--- config.mk ---
export PLATFORM = sky130hd
export DESIGN_NAME = request_dispatcher
export DESIGN_NICKNAME = d
export VERILOG_FILES = /design/src/rtl/dispatch_pkg.sv /design/src/rtl/prio_pick32.sv /design/src/rtl/request_dispatcher.sv
export SDC_FILE = /design/constraint.sdc
export NUM_CORES = 1
export LEC_CHECK = 0
export CELL_PAD_IN_SITES_DETAIL_PLACEMENT = 0
export CELL_PAD_IN_SITES_GLOBAL_PLACEMENT = 2
export CORE_AREA = 2 2 90 92
export DETAILED_ROUTE_END_ITERATION = 8
export DIE_AREA = 0 0 92 94
export PLACE_DENSITY = 0.88
export RECOVER_POWER = 25
export SLEW_MARGIN = 40
export SYNTH_ARGS = -nofsm -noshare
export SYNTH_HDL_FRONTEND = slang
export SYNTH_SLANG_ARGS = --single-unit
export TNS_END_PERCENT = 1
--- constraint.sdc ---
create_clock -name clk -period 3.2 [get_ports clk]
set_input_delay 0.64 -clock clk [delete_from_list [all_inputs] [get_ports clk]]
set_output_delay 0.64 -clock clk [all_outputs]
set_load 0.05 [all_outputs]
--- src/rtl/dispatch_pkg.sv ---
// Shared constants for the request dispatcher slice.
// Only a 32-request configuration is supported; the index width follows from it.
package dispatch_pkg;

  localparam int NUM_REQ_C = 32;
  localparam int IDX_W_C   = 5;

  // Decode a request index into its single-bit position in the request vector.
  function automatic logic [NUM_REQ_C-1:0] idx_to_onehot(input logic [IDX_W_C-1:0] idx);
    return {{(NUM_REQ_C-1){1'b0}}, 1'b1} << idx;
  endfunction

endpackage

--- src/rtl/prio_pick32.sv ---
// Fixed-priority picker: highest set bit of a 32-bit vector wins (bit 31 first).
// Purely combinational; 'any' flags that at least one bit is set.
module prio_pick32
  import dispatch_pkg::*;
(
  input  logic [NUM_REQ_C-1:0] vec,
  output logic [IDX_W_C-1:0]   idx,
  output logic                 any
);

  // Ascending scan so the highest set bit is the last one written.
  always_comb begin
    idx = '0;
    any = |vec;
    for (int i = 0; i < NUM_REQ_C; i++) begin
      if (vec[i]) idx = i[IDX_W_C-1:0];
    end
  end

endmodule

--- src/rtl/request_dispatcher.sv ---
// Request dispatcher: collects single-cycle request events into a pending
// vector and hands them out one index at a time over a valid/ready output,
// highest index first, one dispatch per cycle when the consumer keeps up.
// Optional feature: define REQ_MASK_EN to add mask_i; masked requests keep
// accumulating in pending but are not selected until their mask bit is set.
module request_dispatcher
  import dispatch_pkg::*;
#(
  parameter int NUM_REQ = NUM_REQ_C,
  parameter int IDX_W   = IDX_W_C
) (
  input  logic               clk,
  input  logic               rst_n,
  input  logic [NUM_REQ-1:0] req_i,
`ifdef REQ_MASK_EN
  input  logic [NUM_REQ-1:0] mask_i,
`endif
  output logic               out_valid_o,
  output logic [IDX_W-1:0]   out_idx_o,
  input  logic               out_ready_i,
  output logic [NUM_REQ-1:0] pending_o,
  output logic               busy_o
);

  logic [NUM_REQ-1:0] pending_p1;
  logic               vld_p1;
  logic [IDX_W-1:0]   idx_p1;

  logic [NUM_REQ-1:0] merged;
  logic [NUM_REQ-1:0] eff;
  logic [IDX_W-1:0]   sel_idx;
  logic               sel_any;
  logic               load;
  logic [NUM_REQ-1:0] clr;

  // Stage p0: merge new events with pending work and pick a winner.
  always_comb begin
    merged = pending_p1 | req_i;
`ifdef REQ_MASK_EN
    eff = merged & mask_i;
`else
    eff = merged;
`endif
  end

  prio_pick32 u_pick (
    .vec (eff),
    .idx (sel_idx),
    .any (sel_any)
  );

  // Load whenever the output slot is empty or being drained this cycle.
  always_comb begin
    load = (!vld_p1 || out_ready_i) && sel_any;
    clr  = load ? idx_to_onehot(sel_idx) : '0;
  end

  // Stage p1: pending vector; a request on the bit being loaded is consumed by the load.
  always_ff @(posedge clk or negedge rst_n) begin
    if (!rst_n) pending_p1 <= '0;
    else        pending_p1 <= merged & ~clr;
  end

  // Stage p1: output slot, held non-preemptively until the consumer accepts.
  always_ff @(posedge clk or negedge rst_n) begin
    if (!rst_n) begin
      vld_p1 <= 1'b0;
      idx_p1 <= '0;
    end else if (load) begin
      vld_p1 <= 1'b1;
      idx_p1 <= sel_idx;
    end else if (vld_p1 && out_ready_i) begin
      vld_p1 <= 1'b0;
    end
  end

  assign out_valid_o = vld_p1;
  assign out_idx_o   = idx_p1;
  assign pending_o   = pending_p1;
  assign busy_o      = (|pending_p1) || vld_p1;

endmodule

==> qor.csv, run 1 <==
stage;metric;value;unit
timing;timing.final.crit_share;89.05;%
worst_setup_path;worst_path_max_delay_cell;clkdlybuf4s50_1;
layout;layout_commonest_cell;clkdlybuf4s50_1;
place;io_buffers;73;
worst_setup_path;crit_required;3.36;ns
die;coreArea;7607;um^2
worst_setup_path;cp.arrival;3.01;ns
routing;drt-initial-drc-count;121;
timing;min_period;2.850;ns
cts;clkSlewWorstSetupHoldPaths;0.08;ns
synth;syn_area;2021;um^2
cts;cts_tree;done;
hold_path;min_path_type;register to register;
layout;n_fill_cell;770;
worst_setup_path;crit_fanout;4;
worst_setup_path;worstReg2RegStart;pending_o[31];
worst_setup_path;criticalPathCategory;input port to register;
worst_setup_path;r2r_slack;0.76;ns
synth;synth_cells;223;
cts;root_buffer;clkbuf_8;
cts;cts_buffers;5;
worst_setup_path;crit_buf_inv;2;
synth;ys_warn_count;0;
grt;grt_use_total;18.32;%
timing;rsz0062_at_grt;false;
grt;antenna_found_initial;0;
routing;met3WireLength;594;um
routing;dr_wl_met2;3.295;mm
worst_setup_path;r2r-end;pending_o[25];
routing;ant_nets;0;
worst_setup_path;crit_chain;clkdlybuf4s50_1, nor4_1, buf_4, a21bo_1, a211o_1, o22a_2, nor3_4, a21oi_1;
worst_setup_path;cp-startpoint;req_i[31];
die;die_width;92;um
die;fp.dieH;94;um
routing;drt_wl_total;7.558;mm
worst_setup_path;slowest_delay;0.53;ns
timing;slew_viol_final;39;
synth;synthAdderAreaFrac;0;%
synth;avgSynthCellArea;9.061;um^2
cts;clock_sinks;38;
hold_path;worstHoldEndpoint;out_idx_o[3];
worst_setup_path;reg2reg_depth;7;
timing;layout_setup_ws;0.3504;ns
timing;setup_viol;0;
layout;drive_above_1_share;10.94;%
status;violations;capacitance limit, slew limit;
cts;htree_levels;2;
synth;synth_nets;258;
layout;fin_nets;354;
routing;wl_per_cell;17.91;um
power;peakVddDrop;0.0001276;V
routing;dr.pass1.iters;4;
timing;hold_violations;0;
timing;slew_headroom;-35.71;%
cts;clk_path_buf_depth;2;
synth;ys_seq_elements;38;
synth;yosysSeqAreaShare;47.06;%
worst_setup_path;endpoint_kind;register;
routing;via_per_inst;5.190;
grt;grt_pass1_wl;12.14;mm
worst_setup_path;crit_family;compound AO/OA/AOI/OAI gates;
place;pre_cts_ws;0.09489;ns
synth;yosys.area_share.simple;30.59;%
timing;tns;0;ns
cts;ctsHoldBuffers;0;
routing;drt-met1-wl;3.488;mm
synth;yosysUniqueCellTypes;40;
synth;synth-compound-area-share;21.42;%
place;gp_congestion;0.9122;
power;p_total;1.034;mW
timing;finalClockSkew;0.006022;ns
hold_path;holdPathStages;2;
die;io_pins;74;
timing;fmax;350.9;MHz
synth;synth_xor_area_share;0;%
synth;synth_mux_area_share;0;%
die;rows;32;
grt;grt_pass1_vias;2327;
job;maxCapViolations;1;
grt;overflow;0;
layout;antenna_cells;0;
hold_path;hold_start;out_idx_o[3];
routing;num_vias;2190;
die;start_util;26.56;%
power;powerDensity;332.1;nW/um^2
timing;tightest_slew;2.036;ns
routing;drcViolationCount;0;
grt;grt_start_max_net_pins;39;
status;status;finished, violations left;
die;fp.dieArea;8648;um^2
worst_setup_path;cp-start-kind;input port;
routing;highest_layer;met4;
synth;synth_top_family_by_area;simple AND/OR/NAND/NOR gates;
layout;final_cell_mix;clkdlybuf4s50_1 (71), nor2_1 (44), dfrtp_1 (38);
power;leakagePower;1.021;nW
layout;syn2layout_area_growth;54.12;%
cts;clock_latency;0.30;ns
place;hpwlAfterDp;6.066;mm
## what timing repair did
| action | in CTS | in global routing |
|---|---|---|
| resized for setup | 0 | 1 |
| buffers inserted | 0 | 0 |
| endpoints found under the hold margin | 0 | 0 |
| setup endpoints to repair | 0 | 1 |
## Yosys cell counts
master	instances	area, um^2
nor2_1	44	165.2
dfrtp_1	38	950.9
nor4_1	23	143.9
a31oi_1	20	125.1
a21oi_1	19	95.09
nand2_1	14	52.55
nand3_1	8	40.04
nand4_1	5	31.28
nor2b_1	4	25.02
o21ai_0	4	20.02
or4_1	4	30.03
and3_1	3	18.77
nor3_1	3	15.01
a21o_1	2	15.01
and2_1	2	12.51
clkbuf_1	2	7.510
nand2b_1	2	12.51
nor4_2	2	25.02
o2111ai_1	2	17.52
o31ai_1	2	15.01
a2111o_1	1	11.26
a211o_1	1	8.760
a21bo_1	1	10.01
a21oi_4	1	16.27
a22o_1	1	8.760
a311o_1	1	10.01
buf_6	1	11.26
nor3_2	1	10.01
nor3_4	1	16.27
nor3b_1	1	7.510
o211a_1	1	10.01
o21ai_1	1	5.000
o221ai_1	1	8.760
o22a_2	1	10.01
o22ai_4	1	20.02
o311ai_0	1	8.760
o31a_1	1	8.760
o41ai_1	1	8.760
or2_1	1	6.260
or2_2	1	6.260
## cell families (layout without fill, tap and decap cells)
family                 after synthesis  count (layout)
AND/OR/NAND/NOR                    119             119
AO/OA/AOI/OAI                       63              63
flip-flops                          38              38
buffers and inverters                3             100
## cell type report
cell class / count / area (um^2) / share of cell area [%]
clock buffers: 5 / 68.82 / 2.210
well taps: 102 / 127.6 / 4.098
repair buffers: 92 / 869.6 / 27.92
flip-flops and latches: 38 / 950.9 / 30.53
multi-input cells: 182 / 1057 / 33.95
clock inverters: 3 / 40.04 / 1.286
## metal layers
layer	vias up	track usage, %
met5	-	0
met4	0	6.095
met3	14	4.414
met2	91	29.23
met1	1019	24.48
li1	1066	-
## worst max path at each step
stage / cells past startpoint / endpoint
4_1_cts: 5 / busy_o
3_3_place_gp: 7 / pending_o[25]
5_1_grt: 8 / pending_o[25]
6_report: 8 / pending_o[25]
2_1_floorplan: 6 / pending_o[25]
3_5_place_dp: 8 / pending_o[25]
## through the flow
step | std cells | utilization (%) | hold slack (ns) | area (um^2)
floorplan | 223 | - | 0.3444 | 2021
global placement | 414 | 39.41 | 0.4755 | 2998
detailed placement | 414 | 39.44 | 0.4776 | 3000
CTS | 422 | 40.87 | 0.3203 | 3109
global route | 422 | 40.94 | 0.5181 | 3114
finish | 422 | 40.94 | 0.4891 | 3114
## tightest hold or removal path, delay by kind of cell (launching register included)
| family | cells | cell delay (ns) |
|---|---|---|
| flip-flops | 1 | 0.35 |
| AND/OR/NAND/NOR | 1 | 0.05 |
| AO/OA/AOI/OAI | 1 | 0.06 |
## state kept, by name (all words and copies together) (netlist names)
signal and cells:
out_idx_o 5, out_valid_o 1, pending_o 32
## power breakdown
part,total (mW),leakage (nW),internal (mW),switching (mW)
sequential,0.493,0.346,0.487,0.00664
combinational,0.133,0.617,0.0597,0.0737
clock,0.408,0.0579,0.229,0.178
total,1.03,1.02,0.776,0.259
No activity file was read; power rests on OpenSTA's default activity.
==> run 2: changes to the inputs <==
CORE_AREA = 2 2 103 80   (was 2 2 90 92)
DIE_AREA = 0 0 105 82   (was 0 0 92 94)
GPL_TIMING_DRIVEN = 1   (was unset)
PLACE_DENSITY = 0.89   (was 0.88)
RECOVER_POWER = unset   (was 25)
==> run 2 against run 1 <==
Net effect: the run now ends clean; clock power shrank 3%; power shrank 1.0%; first-iteration DRC count grew 21%; clock skew shrank 0.0017 ns; largest cell class unchanged; highest routed layer unchanged.
==> qor.csv, run 2 (same netlist as run 1, synthesis figures left out) <==
stage;metric;value;unit;change
status;status;completed;;
die;die_width;105;um;+14%
worst_setup_path;endpoint_kind;register;;
die;rows;28;;-13%
grt;grt_use_total;17.87;%;-0.45 points
grt;grt_pass1_wl;11.75;mm;-3.2%
power;leakagePower;1.020;nW;about the same
timing;timing.final.crit_share;89.07;%;about the same
cts;clkSlewWorstSetupHoldPaths;0.07;ns;about the same
routing;num_vias;2258;;+3.1%
routing;drt_wl_total;7.565;mm;about the same
layout;syn2layout_area_growth;54.55;%;
cts;cts_tree;done;;
timing;tns;0;ns;unchanged
power;powerDensity;327.9;nW/um^2;-1.3%
timing;tightest_slew;0.5666;ns;-1.469 ns
place;gp_congestion;0.8820;;-3.3%
worst_setup_path;crit_fanout;4;;unchanged
worst_setup_path;crit_family;compound AO/OA/AOI/OAI gates;;
cts;clock_latency;0.29;ns;about the same
job;maxCapViolations;0;;-1
place;io_buffers;73;;unchanged
cts;clk_path_buf_depth;2;;unchanged
power;peakVddDrop;0.0001414;V;+11%
place;dp.cells;416;;+0.48%
layout;fin_nets;353;;-0.28%
timing;hold_violations;0;;unchanged
die;io_pins;74;;unchanged
cts;clock_sinks;38;;unchanged
layout;utilization;40.89;%;-0.046 points
layout;largest_register_ffs;32;;unchanged
worst_setup_path;slowest_delay;0.56;ns;+0.03 ns
timing;fmax;350.8;MHz;about the same
die;start_util;26.46;%;-0.10 points
cts;ctsHoldBuffers;0;;unchanged
grt;overflow;0;;unchanged
timing;rsz0062_at_grt;false;;
layout;layout_commonest_cell;clkdlybuf4s50_1;;
grt;grt_pass1_vias;2231;;-4.1%
grt;grt_start_max_net_pins;24;;-38%
place;hpwlAfterDp;6.077;mm;+0.18%
worst_setup_path;criticalPathCategory;input port to register;;
die;fp.dieArea;8610;um^2;-0.44%
timing;finalClockSkew;0.004300;ns;-0.001723 ns
timing;min_period;2.850;ns;+0.0006650 ns
layout;final_cell_mix;clkdlybuf4s50_1 (71), nor2_1 (44), dfrtp_1 (38);;
worst_setup_path;worstReg2RegStart;pending_o[31];;
timing;setup_viol;0;;unchanged
worst_setup_path;cp-startpoint;req_i[31];;
worst_setup_path;crit_required;3.36;ns;about the same
timing;slew_headroom;61.88;%;+98 points
worst_setup_path;crit_chain;clkdlybuf4s50_1, nor4_1, a21bo_1, a211o_1, o22a_2, nor3_4, a21oi_1;;
cts;root_buffer;clkbuf_8;;
hold_path;min_path_type;input port to async pin;;
worst_setup_path;cp-start-kind;input port;;
worst_setup_path;worst_path_max_delay_cell;nor4_1;;
routing;ant_nets;0;;unchanged
grt;antenna_found_initial;0;;unchanged
routing;dr.pass1.iters;4;;unchanged
worst_setup_path;cp.arrival;3.01;ns;about the same
layout;antenna_cells;0;;unchanged
routing;drt-initial-drc-count;147;;+21%
routing;via_per_inst;5.325;;+2.6%
layout;fin_cells;424;;+0.47%
die;coreArea;7637;um^2;+0.39%
power;p_total;1.024;mW;-1.0%
die;fp.dieH;82;um;-13%
routing;wl_per_cell;17.84;um;-0.38%
routing;drcViolationCount;0;;unchanged
cts;htree_levels;2;;unchanged
worst_setup_path;crit_buf_inv;1;;-1
layout;drive_above_1_share;10.34;%;-0.59 points
cts;cts_buffers;5;;unchanged
timing;slew_viol_final;0;;-100%
-- run 2: worst register-to-register path, cell delays in order, from the launching register on --
cell     delay [ns]
dfrtp_1        0.44
nor4_1         0.54
a21bo_1        0.33
a211o_1        0.33
o22a_2         0.26
nor3_4         0.31
a21oi_1        0.12
-- run 2: what timing repair did --
action,CTS,global route
resized for setup,0,1
endpoints found under the setup margin,0,1
setup buffers,0,0
-- run 2: per-layer routing --
layer	GRT usage [%]	up-vias	share of wire, %
li1	-	1060	-
met4	5.467	0	1.5
met1	25.23	1091	49
met2	26.36	97	41
met5	0	-	0
met3	5.238	10	8.5
-- run 2: final timing paths --
path	endpoint	slack [ns]	cells after the start
max in group asynchronous	pending_o[0]	2.46	2
setup reg to reg	pending_o[25]	0.75	6
hold / removal	pending_o[23]	0.29	1
hold reg to reg	out_idx_o[3]	0.49	2
min in group clk	out_idx_o[3]	0.49	2
setup / recovery	pending_o[25]	0.35	7
-- run 2: stage by stage --
| stage | instance area, um^2 | setup WS [ns] | hold WS (ns) |
|---|---|---|---|
| final | 3123 | 0.3497 | 0.2852 |
| after global routing | 3123 | 0.3007 | 0.3013 |
| after CTS | 3120 | 0.02371 | 0.2875 |
| after detailed placement | 3014 | 0.09883 | 0.4785 |
| after global placement | 2987 | 0.1495 | 0.4808 |
| after floorplan | 2021 | 0.8189 | 0.3444 |
-- run 2: final cells by class --
class                      instances  area (um^2)
clock buffer                       7        76.32
clock inverter                     1        30.03
fill                             821         4514
multi-input combinational        182         1051
sequential                        38        950.9
tap                              105        131.4
timing repair buffer              91        883.3
-- run 2: report_power, final --
| group | total [mW] | switching, mW | internal, mW |
|---|---|---|---|
| logic | 0.137 | 0.0740 | 0.0633 |
| registers | 0.493 | 0.00583 | 0.487 |
| clock network | 0.394 | 0.161 | 0.233 |
==> run 3: changes to the inputs <==
GPL_TIMING_DRIVEN = 0   (was 1)
RECOVER_POWER = 50   (was unset)
==> run 3 against run 2 <==
Net effect: the flow now finishes with violations (capacitance limit, slew limit); critical path depth unchanged; via count decreased by 0.75%; sequential power about the same; routed wire length decreased by 2.4%; clock skew increased by 0.0051 ns; design area decreased by 5.2%; final cell count decreased by 3.8%; core utilization decreased by 2.1 points; critical endpoint unchanged; largest power group unchanged; highest routed layer unchanged.
==> qor.csv, run 3 (same netlist as run 1, synthesis figures left out) <==
stage;metric;value;unit;change
place;hpwlAfterDp;5.758;mm;-5.3%
worst_setup_path;worst_path_max_delay_cell;nor4_1;;
timing;tns;0;ns;unchanged
timing;fmax;341.9;MHz;-2.6%
worst_setup_path;crit_end;pending_o[25];;
cts;ctsHoldBuffers;0;;unchanged
cts;htree_levels;2;;unchanged
worst_setup_path;cp-startpoint;req_i[31];;
grt;antenna_found_initial;0;;unchanged
layout;final_cell_mix;clkdlybuf4s50_1 (52), nor2_1 (44), dfrtp_1 (38);;
cts;cts_resized;0;;unchanged
timing;min_period;2.925;ns;+0.07465 ns
worst_setup_path;worstReg2RegStart;pending_o[27];;
worst_setup_path;crit_chain;clkdlybuf4s50_1, nor4_1, a21bo_1, a211o_1, o22a_2, nor3_4, a21oi_1;;
routing;ant_nets;0;;unchanged
die;start_util;26.46;%;unchanged
worst_setup_path;crit_cells;7;;unchanged
layout;syn2layout_area_growth;46.44;%;
grt;grt_use_met1;24.21;%;-1.0 points
routing;wl_per_cell;18.10;um;+1.4%
routing;num_vias;2241;;-0.75%
routing;drcViolationCount;0;;unchanged
grt;grt_pass1_wl;11.74;mm;about the same
routing;dr.pass1.iters;4;;unchanged
worst_setup_path;crit_buf_inv;1;;unchanged
routing;drt_wl_total;7.383;mm;-2.4%
hold_path;min_path_type;register to register;;
layout;fin_nets;338;;-4.2%
timing;tightest_slew;2.079;ns;+1.513 ns
worst_setup_path;r2r-end;pending_o[25];;
worst_setup_path;cp.arrival;3.08;ns;+0.07 ns
job;maxCapViolations;1;;+1
power;p_int;691.3;uW;-12%
cts;cts_tree;done;;
layout;antenna_cells;0;;unchanged
layout;fin_area;2959;um^2;-5.2%
timing;rsz0062_at_grt;false;;
worst_setup_path;criticalPathCategory;input port to register;;
worst_setup_path;crit_family;compound AO/OA/AOI/OAI gates;;
cts;root_buffer;clkbuf_8;;
layout;n_fill_cell;792;;-3.5%
grt;grt_pass1_vias;2233;;+0.090%
power;pwr-share-seq;52.6;%;+4.5 points
die;coreArea;7637;um^2;unchanged
worst_setup_path;reg2reg_depth;6;;unchanged
worst_setup_path;crit_required;3.36;ns;about the same
status;status;finished, violations left;;
timing;layout_setup_ws;0.2751;ns;-0.07465 ns
layout;multi_input_area;1051;um^2;unchanged
die;fp.dieArea;8610;um^2;unchanged
worst_setup_path;endpoint_kind;register;;
timing;hold_ws;0.4897;ns;+0.2045 ns
place;pre_cts_ws;0.04143;ns;-0.05740 ns
cts;clk_path_buf_depth;2;;unchanged
layout;layout_commonest_cell;clkdlybuf4s50_1;;
cts;clock_sinks;38;;unchanged
grt;overflow;0;;unchanged
layout;utilization;38.75;%;-2.1 points
grt;grt-busiest-layer;met2;;
power;p_comb_share;13.8;%;+0.4 points
power;leakagePower;0.8646;nW;-15%
worst_setup_path;crit_fanout;4;;unchanged
die;io_pins;74;;unchanged
worst_setup_path;cp-start-kind;input port;;
grt;grt_util_met3;5.397;%;+0.16 points
status;violations;capacitance limit, slew limit;;
place;dp.cells;401;;-3.6%
layout;seqCellArea;950.9;um^2;unchanged
power;clock_power_share;33.7;%;-4.8 points
cts;clock_latency;0.29;ns;about the same
die;rows;28;;unchanged
layout;fin_cells;408;;-3.8%
die;die_width;105;um;unchanged
layout;drive_above_1_share;4.950;%;-5.4 points
cts;post_cts_buffers;0;;unchanged
die;fp.dieH;82;um;unchanged
hold_path;holdPathStages;2;;
place;gp_congestion;0.8470;;-4.0%
timing;slew_viol_final;39;;+39
cts;clkSlewWorstSetupHoldPaths;0.06;ns;about the same
timing;hold_violations;0;;unchanged
timing;slew_headroom;-38.63;%;-100 points
power;peakVddDrop;0.0001222;V;-14%
routing;drt-initial-drc-count;136;;-7.5%
cts;cts_buffers;5;;unchanged
power;p_total;936.9;uW;-8.5%
place;io_buffers;73;;unchanged
timing;setup_viol;0;;unchanged
grt;grt_use_total;17.88;%;about the same
grt;met2_usage;27.60;%;+1.2 points
place;dpl_cell_area;2880;um^2;-4.4%
worst_setup_path;slowest_delay;0.52;ns;-0.04 ns
routing;via_per_inst;5.493;;+3.1%
grt;grt_start_max_net_pins;39;;+63%
layout;largest_register_ffs;32;;unchanged
timing;finalClockSkew;0.009421;ns;+0.005121 ns
timing;timing.final.crit_share;91.40;%;+2.3 points
worst_setup_path;r2r_slack;0.67;ns;-0.08 ns
power;power.switching;245.6;uW;+2.0%
power;switching_share;26.21;%;+2.7 points
power;powerDensity;316.6;nW/um^2;-3.4%
## run 3: cell types whose count changed in the layout (fill, tap and decap cells not counted), sizes merged
cell / previous run / this run
clkbuf: 7 / 9
clkdlybuf4s50: 71 / 52
bufinv: 1 / 0
clkinvlp: 0 / 1
dlygate4sd3: 0 / 19
buf: 19 / 1
## run 3: layout make-up
class                   count  share of cell area [%]
clock inverters             1                  0.2537
well taps                 105                   4.440
repair buffers             73                   24.57
clock buffers               6                   2.452
flip-flops and latches     38                   32.14
multi-input cells         182                   35.52
plain buffers               3                  0.6342
## run 3: worst min path at each step
stage / from / endpoint / slack (ns)
after floorplan: rst_n / out_idx_o[0] / 0.34
after global placement: out_idx_o[1] / out_idx_o[1] / 0.48
after detailed placement: out_idx_o[1] / out_idx_o[1] / 0.49
after CTS: rst_n / pending_o[16] / 0.33
after global routing: out_idx_o[2] / out_idx_o[2] / 0.54
final: out_idx_o[1] / out_idx_o[1] / 0.49
## run 3: tightest hold or removal path: stages (launching register included)
cell     delay [ns]
dfrtp_1        0.34
nand2_1        0.05
o21ai_1        0.06
## run 3: routing by layer
layer | part of all wire (%) | vias to the layer above | wire (um)
li1 | - | 1028 | -
met1 | 47 | 1105 | 3475
met2 | 43 | 92 | 3153
met3 | 8.3 | 16 | 613
met4 | 1.9 | 0 | 142
met5 | 0 | - | 0
## run 3: power by group through the flow
stage	logic (mW)	registers [mW]	clock network, mW
final	0.129	0.492	0.316
after global routing	0.138	0.494	0.345
after CTS	0.133	0.493	0.323
after detailed placement	0.132	0.502	0
after global placement	0.132	0.502	0
after floorplan	0.0233	0.525	0
